<file path="src/rtl/irrigacao_pkg.sv">
// Shared definitions for the multi-zone irrigation controller.
// Holds the state encoding (codes 5..7 are illegal) and the error codes
// reported on err_code.
package irrigacao_pkg;

  typedef logic [2:0] state_t;

  localparam state_t ENCHENDO  = 3'd0;
  localparam state_t CHEIO     = 3'd1;
  localparam state_t IRRIGANDO = 3'd2;
  localparam state_t LIMPEZA   = 3'd3;
  localparam state_t ERRO      = 3'd4;

  localparam logic [1:0] ERR_NONE    = 2'd0;
  localparam logic [1:0] ERR_LEVEL   = 2'd1;
  localparam logic [1:0] ERR_TIMEOUT = 2'd2;

endpackage

</file>
<file path="src/rtl/irrigacao_multizona_rr_arbiter.sv">
// Combinational round-robin arbiter.
// Grants the first active request at or after ptr, wrapping N-1 -> 0.
// The pointer register is kept by the parent.
// Ports:
//   req       in  N      active request per zone
//   ptr       in  IDX_W  search start index (must be < N)
//   grant     out N      one-hot grant, zero when nothing requests
//   grant_idx out IDX_W  index of the granted zone
//   any       out 1      at least one request active
module rr_arbiter #(
  parameter int N     = 4,
  parameter int IDX_W = (N > 1) ? $clog2(N) : 1
) (
  input  logic [N-1:0]     req,
  input  logic [IDX_W-1:0] ptr,
  output logic [N-1:0]     grant,
  output logic [IDX_W-1:0] grant_idx,
  output logic             any
);

  int p;
  int pick;

  // Both loops walk downwards so the last hit is the lowest index.
  // The second loop (indices >= ptr) overrides the wrapped search.
  always_comb begin
    p    = int'(ptr);
    pick = -1;
    for (int i = N - 1; i >= 0; i--) begin
      if (req[i] && (i < p)) pick = i;
    end
    for (int i = N - 1; i >= 0; i--) begin
      if (req[i] && (i >= p)) pick = i;
    end
    grant     = '0;
    grant_idx = '0;
    any       = 1'b0;
    for (int i = 0; i < N; i++) begin
      if (pick == i) begin
        grant[i]  = 1'b1;
        grant_idx = IDX_W'(i);
        any       = 1'b1;
      end
    end
  end

endmodule

</file>
<file path="src/rtl/irrigacao_multizona.sv">
// Multi-zone irrigation controller: one reservoir feeding N_ZONES zones,
// each requesting drip (req_got) or sprinkler (req_asp) watering.
// Round-robin zone arbitration, timed irrigation and cleaning, fill
// timeout and debounced exit from the error state.
// Ports:
//   clk, reset_n          clock (rising edge), async active-low reset
//   cheio, erro_nivel     tank-full sensor, level-sensor fault
//   req_got, req_asp      per-zone drip / sprinkler requests (level-held)
//   state                 current state code
//   valvula               one-hot open valve, only while IRRIGANDO
//   modo_asp              1 = sprinkler for the open valve
//   enchendo_saida, limpeza_saida, erro_saida  state decodes
//   err_code              error cause while in ERRO, else 0
module irrigacao_multizona
  import irrigacao_pkg::*;
#(
  parameter int N_ZONES      = 4,
  parameter int IRR_CYCLES   = 8,
  parameter int CLEAN_CYCLES = 4,
  parameter int FILL_TIMEOUT = 16,
  parameter int ERR_HOLD     = 3
) (
  input  logic               clk,
  input  logic               reset_n,
  input  logic               cheio,
  input  logic               erro_nivel,
  input  logic [N_ZONES-1:0] req_got,
  input  logic [N_ZONES-1:0] req_asp,
  output logic [2:0]         state,
  output logic [N_ZONES-1:0] valvula,
  output logic               modo_asp,
  output logic               enchendo_saida,
  output logic               limpeza_saida,
  output logic               erro_saida,
  output logic [1:0]         err_code
);

  localparam int IDX_W   = (N_ZONES > 1) ? $clog2(N_ZONES) : 1;
  localparam int FILL_W  = $clog2(FILL_TIMEOUT + 1);
  localparam int IRR_W   = $clog2(IRR_CYCLES + 1);
  localparam int CLEAN_W = $clog2(CLEAN_CYCLES + 1);
  localparam int OK_W    = $clog2(ERR_HOLD + 1);

  state_t             cur_state, nxt_state;
  logic [1:0]         cur_err, nxt_err;
  logic [IDX_W-1:0]   cur_zone, nxt_zone;
  logic [IDX_W-1:0]   cur_ptr, nxt_ptr;
  logic               cur_mode, nxt_mode;
  logic [FILL_W-1:0]  fill_cnt, nxt_fill;
  logic [IRR_W-1:0]   irr_cnt, nxt_irr;
  logic [CLEAN_W-1:0] clean_cnt, nxt_clean;
  logic [OK_W-1:0]    ok_cnt, nxt_ok;

  logic [N_ZONES-1:0] active;
  logic [N_ZONES-1:0] grant;
  logic [IDX_W-1:0]   grant_idx;
  logic               any_req;
  logic               keep_req;

  assign active = req_got | req_asp;

  rr_arbiter #(.N(N_ZONES), .IDX_W(IDX_W)) u_arb (
    .req       (active),
    .ptr       (cur_ptr),
    .grant     (grant),
    .grant_idx (grant_idx),
    .any       (any_req)
  );

  // Irrigation continues only while the request of the latched mode holds.
  assign keep_req = cur_mode ? req_asp[cur_zone] : req_got[cur_zone];

  always_ff @(posedge clk or negedge reset_n) begin
    if (!reset_n) begin
      cur_state <= ENCHENDO;
      cur_err   <= ERR_NONE;
      cur_zone  <= '0;
      cur_ptr   <= '0;
      cur_mode  <= 1'b0;
      fill_cnt  <= '0;
      irr_cnt   <= '0;
      clean_cnt <= '0;
      ok_cnt    <= '0;
    end else begin
      cur_state <= nxt_state;
      cur_err   <= nxt_err;
      cur_zone  <= nxt_zone;
      cur_ptr   <= nxt_ptr;
      cur_mode  <= nxt_mode;
      fill_cnt  <= nxt_fill;
      irr_cnt   <= nxt_irr;
      clean_cnt <= nxt_clean;
      ok_cnt    <= nxt_ok;
    end
  end

  always_comb begin
    nxt_state = cur_state;
    nxt_err   = cur_err;
    nxt_zone  = cur_zone;
    nxt_ptr   = cur_ptr;
    nxt_mode  = cur_mode;
    nxt_fill  = fill_cnt;
    nxt_irr   = irr_cnt;
    nxt_clean = clean_cnt;
    nxt_ok    = ok_cnt;

    if ((cur_state != ERRO) && erro_nivel) begin
      nxt_state = ERRO;
      nxt_err   = ERR_LEVEL;
    end else begin
      case (cur_state)
        ENCHENDO: begin
          if (cheio) begin
            nxt_state = CHEIO;
          end else if (fill_cnt == FILL_W'(FILL_TIMEOUT - 1)) begin
            nxt_state = ERRO;
            nxt_err   = ERR_TIMEOUT;
          end else begin
            nxt_fill = fill_cnt + 1'b1;
          end
        end
        CHEIO: begin
          if (any_req) begin
            nxt_state = IRRIGANDO;
            nxt_zone  = grant_idx;
            // Drip wins when both requests of the granted zone are set.
            nxt_mode  = |(req_asp & ~req_got & grant);
            nxt_ptr   = (grant_idx == IDX_W'(N_ZONES - 1)) ? '0 : grant_idx + 1'b1;
          end
        end
        IRRIGANDO: begin
          if (!keep_req || (irr_cnt == IRR_W'(IRR_CYCLES - 1))) begin
            nxt_state = LIMPEZA;
          end else begin
            nxt_irr = irr_cnt + 1'b1;
          end
        end
        LIMPEZA: begin
          if (clean_cnt == CLEAN_W'(CLEAN_CYCLES - 1)) begin
            nxt_state = cheio ? CHEIO : ENCHENDO;
          end else begin
            nxt_clean = clean_cnt + 1'b1;
          end
        end
        ERRO: begin
          if (erro_nivel) begin
            nxt_ok = '0;
          end else if (ok_cnt == OK_W'(ERR_HOLD - 1)) begin
            nxt_state = cheio ? CHEIO : ENCHENDO;
            nxt_err   = ERR_NONE;
          end else begin
            nxt_ok = ok_cnt + 1'b1;
          end
        end
        default: begin
          nxt_state = ERRO;
          nxt_err   = ERR_LEVEL;
        end
      endcase
    end

    // Every counter starts from zero in the state being entered.
    if (nxt_state != cur_state) begin
      nxt_fill  = '0;
      nxt_irr   = '0;
      nxt_clean = '0;
      nxt_ok    = '0;
    end
  end

  always_comb begin
    state          = cur_state;
    valvula        = '0;
    if (cur_state == IRRIGANDO) valvula[cur_zone] = 1'b1;
    modo_asp       = (cur_state == IRRIGANDO) && cur_mode;
    enchendo_saida = (cur_state == ENCHENDO);
    limpeza_saida  = (cur_state == LIMPEZA);
    erro_saida     = (cur_state == ERRO);
    err_code       = (cur_state == ERRO) ? cur_err : ERR_NONE;
  end

endmodule

</file>
<file path="config.mk">
export PLATFORM = sky130hd
export DESIGN_NAME = irrigacao_multizona
export DESIGN_NICKNAME = d
export VERILOG_FILES = /design/src/rtl/irrigacao_pkg.sv /design/src/rtl/irrigacao_multizona_rr_arbiter.sv /design/src/rtl/irrigacao_multizona.sv
export SDC_FILE = /design/constraint.sdc
export NUM_CORES = 1
export LEC_CHECK = 0
export ABC_AREA = 0
export ABC_CLOCK_PERIOD_IN_PS = 1900
export BUFFER_PORTS_ARGS = -buffer_cell sky130_fd_sc_hd__clkbuf_2
export CAP_MARGIN = 20
export CORE_MARGIN = 1.5
export CORE_UTILIZATION = 51
export CTS_CLUSTER_SIZE = 24
export DETAILED_ROUTE_END_ITERATION = 12
export MAX_ROUTING_LAYER = met4
export PLACE_DENSITY = 0.75
export SLEW_MARGIN = 20
export SYNTH_ARGS = -nofsm -noshare
export SYNTH_HDL_FRONTEND = slang
export SYNTH_SLANG_ARGS = --single-unit
</file>
<file path="constraint.sdc">
create_clock -name clk -period 1.9 [get_ports clk]
set_input_delay 0.285 -clock clk [delete_from_list [all_inputs] [get_ports clk]]
set_output_delay 0.285 -clock clk [all_outputs]
set_load 0.1 [all_outputs]
</file>
==> results of run 1 <==
final cells by class:
| class | instances | area (um2) |
|---|---|---|
| clock buffers | 4 | 36.3 |
| multi-input cells | 149 | 1160 |
| inverters | 8 | 33.8 |
| repair buffers | 95 | 851 |
| well taps | 44 | 55.1 |
| flip-flops and latches | 24 | 613 |
| fillers | 149 | 308 |
sequential cells by signal (all words and copies together) (netlist names):
signal and count:
fill_cnt 5, cur_zone 2, clean_cnt 3, cur_ptr 2, ok_cnt 2, cur_err 2, cur_mode 1, state 3
irr_cnt 4
synth_stat cells, types with 3 or more instances:
cell type                   n  area (um2)
sky130_fd_sc_hd__a21oi_1   16        80.1
sky130_fd_sc_hd__nor2_2    10        62.6
sky130_fd_sc_hd__nand3_1    3        15.0
sky130_fd_sc_hd__mux2i_1    6        60.1
sky130_fd_sc_hd__nand2_1   12        45.0
sky130_fd_sc_hd__o21ai_0    7        35.0
sky130_fd_sc_hd__nor2_1    19        71.3
sky130_fd_sc_hd__dfrtp_1   24         601
sky130_fd_sc_hd__ha_1       6        75.1
sky130_fd_sc_hd__nor3_1    13        65.1
sky130_fd_sc_hd__clkbuf_1   4        15.0
sky130_fd_sc_hd__nor3b_1    7        52.6
sky130_fd_sc_hd__and3_1     3        18.8
sky130_fd_sc_hd__nor2b_1    3        18.8
sky130_fd_sc_hd__nand4_1    3        18.8
sky130_fd_sc_hd__nand2b_1   5        31.3
sky130_fd_sc_hd__inv_1      8        30.0
sky130_fd_sc_hd__xor2_1     5        43.8
sky130_fd_sc_hd__a31oi_1    3        18.8
path summary, 6_finish.rpt:
check,endpoint,slack (ns),depth (start not counted)
max,ok_cnt[0]$_DFFE_PN0P_,-0.39,7
min,state[1]$_DFF_PN0_,0.26,2
max reg2reg,ok_cnt[0]$_DFFE_PN0P_,-0.39,7
min reg2reg,cur_ptr[0]$_DFFE_PN0P_,0.56,1
max in group asynchronous,state[1]$_DFF_PN0_,0.93,2
min in group asynchronous,cur_err[1]$_DFFE_PN0P_,0.49,2
logic make-up after synthesis:
group / count (synthesis)
xor+xnor: 7
fa+ha+maj: 6
mux: 8
simple gates: 89
buf+inv: 15
flops: 24
compound gates: 39
worst register-to-register path, cell delays in order (launching register included):
cell                       delay [ns]
sky130_fd_sc_hd__dfrtp_2         0.47
sky130_fd_sc_hd__mux4_2          0.40
sky130_fd_sc_hd__mux2i_4         0.09
sky130_fd_sc_hd__nand2b_4        0.14
sky130_fd_sc_hd__or3_1           0.31
sky130_fd_sc_hd__a2111o_2        0.55
sky130_fd_sc_hd__buf_6           0.16
sky130_fd_sc_hd__nor2b_1         0.11
layer usage:
| layer | up-vias | track usage | wire, um |
|---|---|---|---|
| met3 | 41 | 0.0371 | 616 |
| met1 | 939 | 0.416 | 2290 |
| met4 | 0 | 0.114 | 297 |
| li1 | 853 | - | - |
| met5 | - | - | 0 |
| met2 | 169 | 0.601 | 3310 |
report_power, final:
group,internal [mW],switching (mW)
logic,0.923,1.11
clock network,0.117,0.165
registers,0.623,0.125
total,1.66,1.40
what timing repair did:
item                                    CTS  global route
resized for setup                        23            15
pin swaps                                20             9
endpoints found under the setup margin   22            25
buffers inserted                         10            10
hold buffers                              1             0
gates cloned                              0             0
endpoints found under the hold margin    24             0
==> qor.tcl, run 1 <==
set qor(critPathRequiredTime_ns) 2.17
set qor(leakage_nw) 1.26
set qor(clock_tree.htree_level_count) 1
set qor(layout.cells.most_common) {sky130_fd_sc_hd__buf_4}
set qor(violations) {negative setup slack}
set qor(synth_enable_flop_cells) 0
set qor(first_global_vias) 1920
set qor(syn-cell-area_um2) 1630
set qor(cp.buffers_inverters) 1
set qor(dieHeight_um) 59.6
set qor(fin_ws_ns) -0.390
set qor(timing_worst_setup_path_type) {flip-flop to flip-flop}
set qor(yosysWarningCount) 0
set qor(worstPathArrival_ns) 2.56
set qor(tritoncts) {done}
set qor(routed_via_density) 6.18
set qor(drt_drc_violations_left) 0
set qor(final_design_area_no_fill_um2) 2750
set qor(post_synth_inst_count) 188
set qor(finalHoldWorstSlack_ns) 0.257
set qor(critPathLaunchType) {flip-flop}
set qor(fin_total_pwr_mw) 3.06
set qor(congestion_overflow_gr) 0
set qor(root_buffer_cell) {sky130_fd_sc_hd__clkbuf_4}
set qor(postSynth.topFlopCell) {sky130_fd_sc_hd__dfrtp_1}
set qor(placement.setup.worst_slack_ns) -0.423
set qor(status) {complete, but fails checks}
set qor(routed_wirelength_um) 6520
set qor(ys_ff_latch) 24
set qor(fp.dieArea_um2) 3550
set qor(synth-compound-area-share) 0.147
set qor(dpl.hpwl_um) 3550
set qor(numPlacedInstances) 299
set qor(place_area_um2) 2400
set qor(timing.critical_path.max_delay_family) {simple AND/OR/NAND/NOR gates}
set qor(start_util) 0.535
set qor(drt_first_iter_violations) 360
set qor(ys_seq_area_frac) 0.368
set qor(rsz_0062_raised_after_global_routing) {yes}
set qor(nNetsFinal) 299
set qor(reg2reg_from) {cur_zone[1]$_DFFE_PN0P_}
set qor(crit_slowest_cell) {sky130_fd_sc_hd__a2111o_2}
set qor(setup.worst_path.start) {cur_zone[1]$_DFFE_PN0P_}
set qor(num_vias) 2002
set qor(timing.clock.skew_ns) 0.0106
set qor(areaGrowthSynthToFinish_pct) 68.1
set qor(fin_tns_setup_ns) -6.27
set qor(io_buffer_count) 24
set qor(wire_length_of_the_first_global_routing_pass_um) 8930
set qor(worstPathCellList) {mux4_2 > mux2i_4 > nand2b_4 > or3_1 > a2111o_2 > buf_6 > nor2b_1}
set qor(design.core.area_um2) 3050
set qor(dr.pass1.iters) 6
set qor(design.portCount) 25
set qor(fmax_ghz) 0.437
set qor(clk_pin_slew_worst_paths_ns) 0.14
set qor(final_antenna_net_count) 0
set qor(fin_crit_sh) 1.21
set qor(floorplan.rows) 20
set qor(grt_start_max_net_pins) 25
set qor(wl_per_cell_um) 20.1
set qor(numCtsBuffers) 3
set qor(end_kind) {flip-flop}
set qor(min-delay-path-class) {input pin to flip-flop}
set qor(die_w_um) 59.6
set qor(post_layout_nonfiller_instances) 324
set qor(number_of_antenna_violations_at_the_first_check_in_global_routing) 0
set qor(synthArstFlopShare) 1.00
set qor(clock_sinks) 24
set qor(insertedDiodeCount) 0
set qor(syn-mean-instance-area_um2) 8.69
set qor(max-slew-margin-rel) 0.571
set qor(cts_max_path_buffers) 2
set qor(power_density_over_the_cells_nw_per_um2) 1110
set qor(min_from) {erro_nivel}
set qor(dominant_combinational_cell_family_by_area_after_synthesis) {simple AND/OR/NAND/NOR gates}
set qor(grt_use_total) 0.346
set qor(max-vdd-ir-drop_mv) 0.850
set qor(gp_congestion) 0.898
set qor(synth_simple_gate_area_frac) 0.297
set qor(synth_fa_ha_area_frac) 0.0460
set qor(share_of_layout_cells_above_drive_strength_1) 0.507
set qor(max_slew.worst_pin.slew_ns) 0.639
set qor(post-route-min-period_ns) 2.29
set qor(maxCapViolations) 0
set qor(setup_viol_count_final) 26
set qor(synthXorXnorAreaFrac) 0.0375
set qor(yosysUniqueCellTypes) 40
set qor(synth.area.mux_share) 0.0644
set qor(clock_insertion_delay_at_the_later_pin_of_the_skew_report_ns) 0.33
set qor(synth.net_count) 206
set qor(crit_path_max_fanout) 7
set qor(final_hold_violations) 0
set qor(cpPeakStageDelay_ns) 0.55
set qor(finalCoreUtilization) 0.899
set qor(mostFrequentLayoutCells) {sky130_fd_sc_hd__buf_4, sky130_fd_sc_hd__dfrtp_1, sky130_fd_sc_hd__a21oi_1}
set qor(timing_max_transition_violations_final) 0
Power figures use the tool's default switching activity.
==> inputs of run 2 (changes only) <==
--- a/config.mk
+++ b/config.mk
@@ -10,12 +10,14 @@
 export BUFFER_PORTS_ARGS = -buffer_cell sky130_fd_sc_hd__clkbuf_2
 export CAP_MARGIN = 20
 export CORE_MARGIN = 1.5
-export CORE_UTILIZATION = 51
+export CORE_UTILIZATION = 52
 export CTS_CLUSTER_SIZE = 24
 export DETAILED_ROUTE_END_ITERATION = 12
 export MAX_ROUTING_LAYER = met4
 export PLACE_DENSITY = 0.75
+export RECOVER_POWER = 25
 export SLEW_MARGIN = 20
 export SYNTH_ARGS = -nofsm -noshare
 export SYNTH_HDL_FRONTEND = slang
+export SYNTH_HIERARCHICAL = 1
 export SYNTH_SLANG_ARGS = --single-unit
==> run 2 against run 1 <==
The flow still finishes with violations (negative setup slack). Total power down 3.5%. Non-clock buffer count is 14 lower. Clock power increased by 38%. Flip-flop and latch count did not move. Sequential power fell by 5.2%. Largest cell class unchanged.
==> qor.tcl, run 2 <==
set qor(post_synth_inst_count) 197 ;# +4.8%
set qor(synth_enable_flop_cells) 0 ;# unchanged
set qor(clk_pin_slew_worst_paths_ns) 0.15 ;# about the same
set qor(areaGrowthSynthToFinish_pct) 49.6
set qor(rsz_0062_raised_after_global_routing) {yes}
set qor(wl_per_cell_um) 17.3 ;# -14%
set qor(clock_sinks) 24 ;# unchanged
set qor(placement.setup.worst_slack_ns) -0.261 ;# +0.161 ns
set qor(ys_ff_latch) 24 ;# unchanged
set qor(setup_viol_count_final) 22 ;# -15%
set qor(first_global_vias) 1971 ;# +2.7%
set qor(ys_seq_area_frac) 0.323 ;# -0.0446
set qor(syn-cell-area_um2) 1860 ;# +14%
set qor(gp_congestion) 0.892 ;# -0.61%
set qor(fmax_ghz) 0.465 ;# +6.5%
set qor(number_of_antenna_violations_at_the_first_check_in_global_routing) 0 ;# unchanged
set qor(max_slew.worst_pin.slew_ns) 1.39 ;# +0.747 ns
set qor(fin_ws_ns) -0.250 ;# +0.140 ns
set qor(status) {complete, but fails checks}
set qor(final_hold_violations) 0 ;# unchanged
set qor(synthArstFlopShare) 1.00 ;# unchanged
set qor(min-delay-path-class) {input pin to flip-flop}
set qor(yosysUniqueCellTypes) 61 ;# +53%
set qor(io_buffer_count) 24 ;# unchanged
set qor(drt_drc_violations_left) 0 ;# unchanged
set qor(maxCapViolations) 0 ;# unchanged
set qor(clock_tree.htree_level_count) 1 ;# unchanged
set qor(timing.clock.skew_ns) 0.0135 ;# +0.00284 ns
set qor(largest_reg_flops) 5 ;# unchanged
set qor(yosysWarningCount) 6 ;# +6
set qor(die_w_um) 62.8 ;# +5.4%
set qor(dieHeight_um) 62.8 ;# +5.4%
set qor(grt_start_max_net_pins) 25 ;# unchanged
set qor(timing_worst_setup_path_type) {flip-flop to flip-flop}
set qor(cts_max_path_buffers) 2 ;# unchanged
set qor(layout_top_registers) {fill_cnt x5, irr_cnt x4}
set qor(layout.cells.most_common) {sky130_fd_sc_hd__buf_4}
set qor(num_vias) 1857 ;# -7.2%
set qor(numCtsBuffers) 3 ;# unchanged
set qor(share_of_layout_cells_above_drive_strength_1) 0.504 ;# -0.00347
set qor(worstPathArrival_ns) 2.39 ;# -0.17 ns
set qor(floorplan.rows) 21 ;# +5.0%
set qor(critPathLaunchType) {flip-flop}
set qor(fp.dieArea_um2) 3940 ;# +11%
set qor(netlist_top_cells_area) {sky130_fd_sc_hd__dfrtp_1, sky130_fd_sc_hd__ha_1, sky130_fd_sc_hd__nor2_1}
set qor(grt_use_total) 0.296 ;# -0.0493
set qor(final_antenna_net_count) 0 ;# unchanged
set qor(dpl.hpwl_um) 3750 ;# +5.5%
set qor(synth_commonest_cells) {sky130_fd_sc_hd__dfrtp_1, sky130_fd_sc_hd__nor2_1, sky130_fd_sc_hd__nand2_1}
set qor(routed_wirelength_um) 5510 ;# -15%
set qor(congestion_overflow_gr) 0 ;# unchanged
set qor(design.core.area_um2) 3390 ;# +11%
set qor(start_util) 0.548 ;# +0.0133
set qor(top_register) {fill_cnt}
set qor(clock_insertion_delay_at_the_later_pin_of_the_skew_report_ns) 0.34 ;# about the same
set qor(fin_crit_sh) 1.13 ;# -0.0735
set qor(violations) {negative setup slack}
set qor(dr.pass1.iters) 4 ;# -2
set qor(postSynth.topFlopCell) {sky130_fd_sc_hd__dfrtp_1}
set qor(timing_max_transition_violations_final) 0 ;# unchanged
set qor(nNetsFinal) 292 ;# -2.3%
set qor(design.portCount) 25 ;# unchanged
set qor(critPathRequiredTime_ns) 2.14 ;# -0.03 ns
set qor(leakage_nw) 1.24 ;# -1.8%
set qor(synth_top_cell_area_share) 0.323 ;# -0.0446
set qor(insertedDiodeCount) 0 ;# unchanged
set qor(post_layout_nonfiller_instances) 318 ;# -1.9%
set qor(syn-mean-instance-area_um2) 9.43 ;# +8.6%
set qor(routed_via_density) 5.84 ;# -5.5%
set qor(root_buffer_cell) {sky130_fd_sc_hd__clkbuf_4}
set qor(mostFrequentLayoutCells) {sky130_fd_sc_hd__buf_4, sky130_fd_sc_hd__dfrtp_1, sky130_fd_sc_hd__nor2_1}
set qor(numPlacedInstances) 295 ;# -1.3%
set qor(power_density_over_the_cells_nw_per_um2) 1060 ;# -4.7%
set qor(synth.net_count) 216 ;# +4.9%
set qor(tritoncts) {done}
set qor(max-slew-margin-rel) 0.0759 ;# -0.495
set qor(max-vdd-ir-drop_mv) 0.955 ;# +12%
set qor(wire_length_of_the_first_global_routing_pass_um) 9100 ;# +1.9%
set qor(end_kind) {flip-flop}
set qor(crit_path_max_fanout) 5 ;# -2
set qor(synth_largest_area_cell) {sky130_fd_sc_hd__dfrtp_1}
set qor(post-route-min-period_ns) 2.15 ;# -0.140 ns
set qor(synthMostInstantiatedCell) {sky130_fd_sc_hd__dfrtp_1}
set qor(drt_first_iter_violations) 71 ;# -80%
-- run 2: cell count changes after synthesis, sizes merged, moves of 4 or more --
cell / previous run / this run
nor3: 13 / 8
nor2: 29 / 24
a21oi: 16 / 9
and3: 3 / 7
clkbuf: 4 / 0
buf: 3 / 10
mux2: 0 / 6
-- run 2: repair_timing --
item	4_1_cts	5_1_grt
endpoints found under the setup margin	22	22
resized for setup	16	5
hold endpoints to repair	24	0
pin swaps	11	5
hold buffers	1	0
cloned	1	0
buffers inserted	10	7
-- run 2: power breakdown --
part | leakage, nW | internal [mW] | switching (mW)
Sequential | 0.321 | 0.597 | 0.113
Clock | 0.0279 | 0.214 | 0.174
Combinational | 0.888 | 0.868 | 0.988
-- run 2: metal layers --
metal	up-vias	share of wire	global-route usage
li1	862	-	-
met1	928	0.38	0.323
met2	51	0.56	0.546
met3	16	0.038	0.0450
met4	0	0.025	0.103
met5	-	0	-
-- run 2: cell type report --
| class | count | area (um2) |
|---|---|---|
| clock buffers | 3 | 22.5 |
| clock inverters | 1 | 30.0 |
| fillers | 200 | 609 |
| inverters | 9 | 38.8 |
| multi-input cells | 154 | 1280 |
| flip-flops and latches | 24 | 612 |
| well taps | 46 | 57.6 |
| repair buffers | 81 | 739 |
-- run 2: logic make-up after synthesis --
kind of cell               after synthesis  synth area share
DFF                                     24             0.323
buffers and inverters                   19            0.0593
adders and majority gates                7            0.0471
AOI/OAI and AO/OA                       44             0.205
and+or+nand+nor                         90             0.292
xor gates and xnor gates                 4            0.0189
muxes                                    9            0.0545
-- run 2: worst paths after layout --
| check | slack [ns] | startpoint | cells past startpoint | to |
|---|---|---|---|---|
| min in group asynchronous | 0.77 | reset_n | 2 | cur_err[0]$_DFFE_PN0P_ |
| max in group asynchronous | 0.14 | reset_n | 2 | state[1]$_DFF_PN0_ |
| min reg2reg | 0.56 | cur_err[1]$_DFFE_PN0P_ | 2 | cur_err[1]$_DFFE_PN0P_ |
| max | -0.25 | fill_cnt[0]$_DFFE_PN0P_ | 9 | ok_cnt[1]$_DFFE_PN0P_ |
| min | 0.34 | erro_nivel | 3 | cur_err[0]$_DFFE_PN0P_ |
| max reg2reg | -0.25 | fill_cnt[0]$_DFFE_PN0P_ | 9 | ok_cnt[1]$_DFFE_PN0P_ |
-- run 2: stage by stage --
stage                     TNS, ns  power [mW]  hold WS (ns)   util  cell area (um2)
after floorplan             -2.01        1.77       -0.0106      -             1950
after global placement      -3.30        2.17         0.317  0.727             2460
after detailed placement    -3.98        2.24         0.323  0.727             2460
after CTS                   -2.97        2.85         0.339  0.799             2710
after global routing        -5.84        3.08         0.360  0.820             2780
final                       -3.74        2.95         0.336  0.820             2780
-- run 2: critical path: stages, from the launching register on --
cell,delay [ns]
sky130_fd_sc_hd__dfrtp_1,0.39
sky130_fd_sc_hd__ha_2,0.19
sky130_fd_sc_hd__and3_4,0.20
sky130_fd_sc_hd__ha_4,0.14
sky130_fd_sc_hd__nor4b_4,0.24
sky130_fd_sc_hd__o32ai_2,0.13
sky130_fd_sc_hd__nor3b_2,0.18
sky130_fd_sc_hd__a22oi_2,0.23
sky130_fd_sc_hd__bufbuf_16,0.33
sky130_fd_sc_hd__nor2_4,0.03
